==> src/rtl/muntjac_hart_ctrl.sv <==
// rtl/muntjac_hart_ctrl.sv - per-hart reset sequencing, software reset and interrupt sync
// Staggers hart release after power-on, services software reset requests, gates synced irqs.
module muntjac_hart_ctrl #(
   parameter int unsigned NumHarts     = 2,
   parameter int unsigned ResetStagger = 16,
   parameter int unsigned SyncStages   = 2,
   parameter logic [63:0] HartIdBase   = 64'd0
) (
   input  logic                     clk_i,
   input  logic                     rst_i,
   input  logic [NumHarts-1:0]      hart_rst_req_i,
   input  logic [NumHarts-1:0]      irq_software_m_i,
   input  logic [NumHarts-1:0]      irq_timer_m_i,
   input  logic [NumHarts-1:0]      irq_external_m_i,
   input  logic [NumHarts-1:0]      irq_external_s_i,
   output logic [NumHarts-1:0]      hart_rst_no,
   output logic [NumHarts-1:0]      irq_software_m_o,
   output logic [NumHarts-1:0]      irq_timer_m_o,
   output logic [NumHarts-1:0]      irq_external_m_o,
   output logic [NumHarts-1:0]      irq_external_s_o,
   output logic [NumHarts*64-1:0]   hart_id_o,
   output logic                     boot_done_o,
   output logic                     busy_o
);

   localparam int unsigned CntW = $clog2(ResetStagger + 1);
   localparam int unsigned IdxW = $clog2(NumHarts + 1);
   localparam logic [CntW-1:0] CntReload = CntW'(ResetStagger - 1);
   localparam logic [IdxW-1:0] LastIdx   = IdxW'(NumHarts - 1);

   typedef enum logic [1:0] {
      BOOT  = 2'd0,
      RUN   = 2'd1,
      SWRST = 2'd2
   } state_e;

   state_e                state_q, state_d;
   logic [CntW-1:0]       cnt_q, cnt_d;
   logic [IdxW-1:0]       idx_q, idx_d;
   logic [NumHarts-1:0]   pend_q, pend_d;
   logic [NumHarts-1:0]   act_q, act_d;
   logic [NumHarts-1:0]   rstn_q, rstn_d;
   logic                  done_q, done_d;

   always_ff @(posedge clk_i or posedge rst_i) begin
      if (rst_i) begin
         state_q <= BOOT;
         cnt_q   <= CntReload;
         idx_q   <= '0;
         pend_q  <= '0;
         act_q   <= '0;
         rstn_q  <= '0;
         done_q  <= 1'b0;
      end else begin
         state_q <= state_d;
         cnt_q   <= cnt_d;
         idx_q   <= idx_d;
         pend_q  <= pend_d;
         act_q   <= act_d;
         rstn_q  <= rstn_d;
         done_q  <= done_d;
      end
   end

   always_comb begin
      state_d = state_q;
      cnt_d   = cnt_q;
      idx_d   = idx_q;
      pend_d  = pend_q | hart_rst_req_i;
      act_d   = act_q;
      rstn_d  = rstn_q;
      done_d  = done_q;
      unique case (state_q)
         BOOT: begin
            if (cnt_q == '0) begin
               cnt_d = CntReload;
               for (int i = 0; i < NumHarts; i++) begin
                  if (IdxW'(i) == idx_q) rstn_d[i] = 1'b1;
               end
               idx_d = idx_q + IdxW'(1);
               if (idx_q == LastIdx) begin
                  done_d  = 1'b1;
                  state_d = RUN;
               end
            end else begin
               cnt_d = cnt_q - CntW'(1);
            end
         end
         RUN: begin
            if (|pend_q) begin
               // Requests arriving on the entry edge stay queued for the next round.
               state_d = SWRST;
               act_d   = pend_q;
               pend_d  = hart_rst_req_i;
               rstn_d  = rstn_q & ~pend_q;
               cnt_d   = CntReload;
            end
         end
         SWRST: begin
            pend_d = pend_q | (hart_rst_req_i & ~act_q);
            if (cnt_q == '0) begin
               rstn_d  = rstn_q | act_q;
               act_d   = '0;
               state_d = RUN;
            end else begin
               cnt_d = cnt_q - CntW'(1);
            end
         end
         default: state_d = BOOT;
      endcase
   end

   logic [4*NumHarts-1:0] irq_in;
   logic [4*NumHarts-1:0] irq_out;
   logic [4*NumHarts-1:0] sync_q [SyncStages];

   assign irq_in = {irq_external_s_i, irq_external_m_i, irq_timer_m_i, irq_software_m_i};

   always_ff @(posedge clk_i or posedge rst_i) begin
      if (rst_i) begin
         for (int s = 0; s < SyncStages; s++) sync_q[s] <= '0;
      end else begin
         sync_q[0] <= irq_in;
         for (int s = 1; s < SyncStages; s++) sync_q[s] <= sync_q[s-1];
      end
   end

   // Gating sits after the synchroniser so a released hart sees the current level at once.
   assign irq_out = sync_q[SyncStages-1] & {4{rstn_q}};

   assign irq_software_m_o = irq_out[0*NumHarts +: NumHarts];
   assign irq_timer_m_o    = irq_out[1*NumHarts +: NumHarts];
   assign irq_external_m_o = irq_out[2*NumHarts +: NumHarts];
   assign irq_external_s_o = irq_out[3*NumHarts +: NumHarts];

   for (genvar g = 0; g < NumHarts; g++) begin : g_hart_id
      assign hart_id_o[g*64 +: 64] = HartIdBase + 64'(g);
   end

   assign hart_rst_no = rstn_q;
   assign boot_done_o = done_q;
   assign busy_o      = (state_q != RUN);

endmodule

==> config.mk <==
export PLATFORM = sky130hd
export DESIGN_NAME = muntjac_hart_ctrl
export DESIGN_NICKNAME = d
export VERILOG_FILES = /design/src/rtl/muntjac_hart_ctrl.sv
export SDC_FILE = /design/constraint.sdc
export NUM_CORES = 1
export LEC_CHECK = 0
export CORE_MARGIN = 8
export CORE_UTILIZATION = 33
export DETAILED_ROUTE_END_ITERATION = 10
export GPL_ROUTABILITY_DRIVEN = 0
export GPL_TIMING_DRIVEN = 0
export HOLD_SLACK_MARGIN = 0.02
export PLACE_DENSITY = 0.76
export SYNTH_ARGS = -nofsm -noshare
export SYNTH_HDL_FRONTEND = slang
export SYNTH_SLANG_ARGS = --single-unit
==> constraint.sdc <==
create_clock -name clk_i -period 1.9 [get_ports clk_i]
set_input_delay 0.19 -clock clk_i [delete_from_list [all_inputs] [get_ports clk_i]]
set_output_delay 0.19 -clock clk_i [all_outputs]
set_load 0.005 [all_outputs]
* After elaboration in Yosys (flattened, before gate mapping)
Cells that the tools add are included.
** Word-level totals
- Register bits after elaboration :: 32
- Latch bits :: 0
- Memory bits (writable) :: 0
- Memory bits (read-only) :: 0
- Input bits :: 12
- Memories :: 0
** Cells by class
- $add $sub $neg :: 2
- Multipliers :: 0
- Div/mod/pow operators :: 0
- $lt $le $gt $ge :: 0
- Eq/ne operators :: 12
- Shifts and indexed selects :: 0
- Muxes and demuxes :: 20
- Bitwise operators :: 8
- Reduce and logical (&&, ||, !) cells :: 13
** Operators with widths (count)
- two-way mux 2 bit :: 10
- two-way mux 5 bit :: 3
- case mux 5 bit (3 select lines) :: 1
- inequality test 2 bit, second input constant :: 7
- case mux 2 bit (3 select lines) :: 2
- AND reduction 5 bit :: 2
- AND reduction 3 bit :: 3
- bitwise AND 8 bit :: 1
- case mux 2 bit (2 select lines) :: 2
- bitwise OR 2 bit :: 3
- logical NOT 5 bit :: 1
- subtractor 5 x 1 -> 5 bit, second input constant :: 1
- bitwise AND 2 bit :: 2
- equality test 2 x 1 -> 1 bit, second input constant :: 2
- logical NOT 2 bit :: 2
- inverter 2 bit :: 2
- AND reduction 4 bit :: 1
- nonzero test 3 bit :: 1
- adder 2 x 1 -> 2 bit, second input constant :: 1
- equality test 1 x 2 -> 1 bit, first input constant :: 1
- equality test 2 bit, second input constant :: 1
- two-way mux 1 bit :: 2
- inequality test 2 x 1 -> 1 bit, second input constant :: 1
- AND reduction 2 bit :: 1
- other kinds (2) :: 2

* Longest topological paths before layout
- Depth after elaboration :: 4
- Gate-level depth with buffers :: 7
- Depth with buffers taken out :: 6

* Least setup slack after synthesis
No wires, ideal clock.
- Kind :: register to register
- Start :: reg cnt_q[0]
- End :: reg rstn_q[1], in the netlist hart_rst_no[1]
- Library setup time :: 134 ps
- Data arrival time :: 1844 ps
- Required time :: 1766 ps
- Slack :: -79 ps
- Cell stages (with the launch flop) :: 7
- Buffers on the path :: 0
- Clock period less this slack :: 1979 ps
- Cells stage by stage :: dfstp_2 inv_1 ha_1 or4b_4 a221o_1 o41ai_2 o31ai_1
** On the way
- Cells in the longest elaborated chain, start to end :: 3
** Ends and longest elaborated chain
- start, declared :: line 38 : logic [CntW-1:0] cnt_q, cnt_d;
- start signal, assigned :: line 48 : cnt_q <= CntReload;
- start signal, assigned :: line 56 : cnt_q <= cnt_d;
- logical NOT 5 bit (*) :: line 75, 101
- inequality test 2 bit (no line)
- AND reduction 5 bit (no line) (*)
- end signal, assigned :: line 60 : rstn_q <= rstn_d;
- end, declared :: line 42 : logic [NumHarts-1:0] rstn_q, rstn_d;
Mark *: on every way between the ends. The rest lies on a longest branch, timed or not.
A chain may end at the register's enable or synchronous reset.

* Final worst setup path
- Start :: reg cnt_q[0]
- End :: reg state_q[0]
** On the way
- Cells in the longest elaborated chain, start to end :: 3
** Ends and longest elaborated chain
- logical NOT 5 bit (*) :: line 75, 101
- inequality test 2 bit (no line)
- AND reduction 4 bit (no line) (*)
- end signal, assigned :: line 55 : state_q <= state_d;
- end, declared :: line 37 : state_e state_q, state_d;
Marked as above.

==> flow_results.xml <==
<?xml version="1.0" encoding="UTF-8"?>
<metrics>
  <group name="power_and_ir_drop">
    <metric name="p_sw" unit="mW">1.28</metric>
    <metric name="vdd_ir_drop_max" unit="uV">693</metric>
    <metric name="internal-power" unit="mW">2.16</metric>
    <metric name="power.share.switching" unit="">0.372</metric>
    <metric name="clock_power_share" unit="">0.141</metric>
    <metric name="combPwrFrac" unit="">0.542</metric>
    <metric name="power.share.sequential" unit="">0.317</metric>
    <metric name="power_density" unit="nW/um^2">1010</metric>
    <metric name="leakage" unit="nW">1.93</metric>
  </group>
  <group name="floorplan">
    <metric name="floorplan.rows" unit="">31</metric>
    <metric name="die_h" unit="um">100</metric>
    <metric name="floorplan.initialDensity" unit="">0.332</metric>
    <metric name="die_width" unit="um">100</metric>
    <metric name="ioPinCount" unit="">152</metric>
    <metric name="die-area" unit="sq um">10100</metric>
    <metric name="core_area" unit="sq um">7100</metric>
  </group>
  <group name="logic_synthesis">
    <metric name="netlist_instances" unit="">250</metric>
    <metric name="synth.lib_cells_used.distinct" unit="">35</metric>
    <metric name="synth.avg_cell_area" unit="sq um">9.42</metric>
    <metric name="yosys_register_bits" unit="">32</metric>
    <metric name="synth-seq-area-share" unit="">0.342</metric>
    <metric name="syn_area" unit="sq um">2360</metric>
    <metric name="synthesis.yosys.warnings" unit="">0</metric>
  </group>
  <group name="routing">
    <metric name="drt-initial-drc-count" unit="">58</metric>
    <metric name="number_of_iterations_in_the_first_detailed_routing_pass" unit="">4</metric>
    <metric name="ant_nets" unit="">0</metric>
    <metric name="drt-vias-per-instance" unit="">3.32</metric>
    <metric name="remaining_drcs" unit="">0</metric>
    <metric name="routed_wire_length_per_instance" unit="um">9.86</metric>
    <metric name="via_count" unit="">1705</metric>
    <metric name="drt_wl_total" unit="um">5060</metric>
  </group>
  <group name="critical_path">
    <metric name="end_kind" unit="">flip-flop</metric>
    <metric name="cp_max_fo" unit="">4</metric>
    <metric name="critical_path_start_end_classification" unit="">flip-flop to flip-flop</metric>
    <metric name="worst_setup_path_start_kind" unit="">flip-flop</metric>
    <metric name="timing.critical_path.arrival" unit="ns">2.13</metric>
    <metric name="worst-endpoint-required" unit="ns">2.09</metric>
  </group>
  <group name="timing">
    <metric name="slew_headroom" unit="">0.226</metric>
    <metric name="finalClockSkew" unit="ns">0.00230</metric>
    <metric name="finalWorstPathRequiredPeriod" unit="ns">1.94</metric>
    <metric name="timing.fmax" unit="MHz">516</metric>
    <metric name="final_min_period_over_clock_period" unit="">1.02</metric>
    <metric name="final.hold.worst_slack" unit="ns">0.346</metric>
    <metric name="worst_slack" unit="ns">-0.0381</metric>
    <metric name="setup_violations_final" unit="">2</metric>
    <metric name="report.final.slew_viol_count" unit="">0</metric>
    <metric name="setup_repair_after_global_routing_missed_its_margin" unit="">true</metric>
    <metric name="number_of_hold_violations_in_the_final_report" unit="">0</metric>
    <metric name="tightest_slew" unit="ns">1.16</metric>
  </group>
  <group name="clocking">
    <metric name="tritoncts_num_sinks" unit="">32</metric>
    <metric name="cts_buffers" unit="">5</metric>
    <metric name="ctsLongestPathBuffers" unit="">2</metric>
    <metric name="hold_buf_count_cts" unit="">0</metric>
    <metric name="cts_tree" unit="">built</metric>
    <metric name="worstSkewPairLatency" unit="ns">0.28</metric>
    <metric name="htree_num_levels" unit="">2</metric>
    <metric name="clkTransAtPathRegs" unit="ns">0.06</metric>
    <metric name="ctsRootBufferMaster" unit="">clkbuf_8</metric>
  </group>
  <group name="final_layout">
    <metric name="finalCoreUtilization" unit="">0.478</metric>
    <metric name="final_layout_size_suffix_gt1_frac" unit="">0.399</metric>
    <metric name="synthesis_to_layout_area_growth" unit="%">44.1</metric>
    <metric name="finalNonFillerCells" unit="">513</metric>
    <metric name="stdcell_area" unit="sq um">3390</metric>
    <metric name="antenna_diode_count" unit="">0</metric>
    <metric name="final_net_count" unit="">433</metric>
  </group>
  <group name="grt">
    <metric name="overall_global_routing_resource_usage" unit="">0.0926</metric>
    <metric name="antenna_found_initial" unit="">0</metric>
    <metric name="pin_count_of_the_biggest_net_entering_global_routing" unit="">33</metric>
    <metric name="overflow_left_after_global_routing" unit="">0</metric>
    <metric name="grt_first_pass_wirelength" unit="um">7670</metric>
    <metric name="first_global_vias" unit="">1651</metric>
  </group>
  <group name="run_status">
    <metric name="run_status" unit="">complete, but fails checks</metric>
    <metric name="failing_checks" unit="">negative setup slack</metric>
  </group>
  <group name="placed_design">
    <metric name="detailedPlace.worstSlack" unit="ns">-0.239</metric>
    <metric name="placement.cell_area" unit="sq um">3190</metric>
    <metric name="place.detailed.instances" unit="">498</metric>
    <metric name="post-dp-hpwl" unit="um">4030</metric>
    <metric name="port-buffer-count" unit="">23</metric>
  </group>
  <group name="flow_run">
    <metric name="timing.max_cap.violations" unit="">0</metric>
  </group>
  <group name="hold_path">
    <metric name="holdCritPathClass" unit="">input pin to flip-flop</metric>
  </group>
</metrics>
==> layout by cell type (no fill, tap or decap), types with 3 or more instances in the layout <==
| cell | count |
|---|---|
| a21oi_1 | 7 |
| and2_1 | 8 |
| buf_4 | 135 |
| clkbuf_8 | 5 |
| clkdlybuf4s50_1 | 22 |
| conb_1 | 128 |
| dfrtp_1 | 28 |
| dfstp_2 | 4 |
| ha_1 | 4 |
| inv_1 | 7 |
| inv_2 | 4 |
| mux2i_1 | 3 |
| nand2_1 | 3 |
| nor2_1 | 8 |
| o21ai_0 | 8 |
| o31ai_1 | 3 |
==> layout make-up <==
cell class / instances / area (sq um)
Fill cell: 661 / 3700
Multi-Input combinational cell: 203 / 1080
Buffer: 130 / 972
Sequential cell: 32 / 806
Timing Repair Buffer: 31 / 293
Tap cell: 99 / 124
Clock buffer: 6 / 72.6
Inverter: 11 / 41.3
Clock inverter: 1 / 5.00
==> metrics by stage <==
stage / TNS [ns] / power [mW]
detailed placement: -1.25 / 2.59
finish: -0.0522 / 3.44
global route: -0.284 / 3.72
global placement: -0.440 / 2.53
CTS: -0.0992 / 3.17
floorplan: 0 / 2.16
==> synthesized netlist by cell type <==
library cell | count | area share
nand2b_1 | 1 | 0.0027
dfstp_2 | 4 | 0.045
o22ai_1 | 2 | 0.0053
o31ai_1 | 4 | 0.013
or2_2 | 1 | 0.0027
mux2i_1 | 3 | 0.013
nor4b_1 | 1 | 0.0037
xnor2_1 | 1 | 0.0037
nor2_1 | 8 | 0.013
a32o_1 | 1 | 0.0042
o21ai_0 | 10 | 0.021
a22o_1 | 2 | 0.0074
a221o_1 | 1 | 0.0042
nand2_1 | 4 | 0.0064
o41ai_2 | 1 | 0.0069
inv_1 | 11 | 0.018
a211oi_1 | 1 | 0.0032
ha_1 | 7 | 0.037
o21bai_1 | 1 | 0.0032
clkbuf_1 | 1 | 0.0016
a21oi_1 | 7 | 0.015
nor2b_1 | 1 | 0.0027
dfrtp_1 | 28 | 0.30
buf_2 | 1 | 0.0021
a21boi_0 | 1 | 0.0032
a21bo_2 | 1 | 0.0042
mux2_2 | 1 | 0.0048
buf_4 | 128 | 0.41
o31a_1 | 1 | 0.0037
a21o_1 | 2 | 0.0064
nor3_1 | 1 | 0.0021
conb_1 | 2 | 0.0032
and2_1 | 8 | 0.021
nor3b_1 | 2 | 0.0064
or4b_4 | 1 | 0.0058
==> worst max-delay path, stage by stage (launching register included) <==
cell and delay [ns]:
dfstp_2 0.39, inv_2 0.07, ha_4 0.13, or4b_4 0.46, a221o_1 0.36, buf_4 0.16, buf_6 0.12, o31ai_2 0.17
==> state kept, by name, summed over array words and instances, names as in the netlist <==
register     flops
act_q            2
boot_done_o      1
cnt_q            5
hart_rst_no      2
idx_q            2
pend_q           2
state_q          2
sync_q          16
==> cell families (layout without fill, tap and decap cells) <==
family          count (synthesis)  after routing  synth area share
buf+inv                       141            179             0.429
other cells                     2            128           0.00319
flops                          32             32             0.342
fa+ha+maj                       7              7            0.0372
compound gates                 35             35             0.101
simple gates                   28             28            0.0664
xor+xnor                        1              1           0.00372
mux                             4              4            0.0175
==> power by group through the flow <==
| stage | combinational [mW] | clock, mW | sequential, mW |
|---|---|---|---|
| floorplan | 1.14 | 0 | 1.02 |
| global placement | 1.48 | 0 | 1.06 |
| detailed placement | 1.51 | 0 | 1.07 |
| CTS | 1.61 | 0.496 | 1.06 |
| global route | 2.08 | 0.523 | 1.12 |
| finish | 1.86 | 0.485 | 1.09 |
==> final timing paths <==
path / depth (start not counted) / from / slack, ns / endpoint
max: 7 / cnt_q[0] / -0.04 / state_q[0]
min: 1 / irq_software_m_i[0] / 0.35 / sync_q[8]
max reg2reg: 7 / cnt_q[0] / -0.04 / state_q[0]
min reg2reg: 0 / sync_q[11] / 0.35 / sync_q[3]
max in group asynchronous: 2 / rst_i / 0.68 / cnt_q[4]
min in group asynchronous: 2 / rst_i / 0.53 / sync_q[10]
==> metal layers <==
layer  vias to the layer above  global-route usage  part of all wire
met5                         -                   0                 0
met4                         0              0.0256            0.0067
met3                         4              0.0684              0.18
met2                        90               0.157              0.50
met1                       731              0.0858              0.32
li1                        880                   -                 -
==> what timing repair did <==
action	4_1_cts	5_1_grt
pin swaps	2	3
setup endpoints to repair	11	6
gates resized for setup	4	17
hold endpoints to repair	0	0
setup buffers	4	4
(Power assumes the default switching activity.)
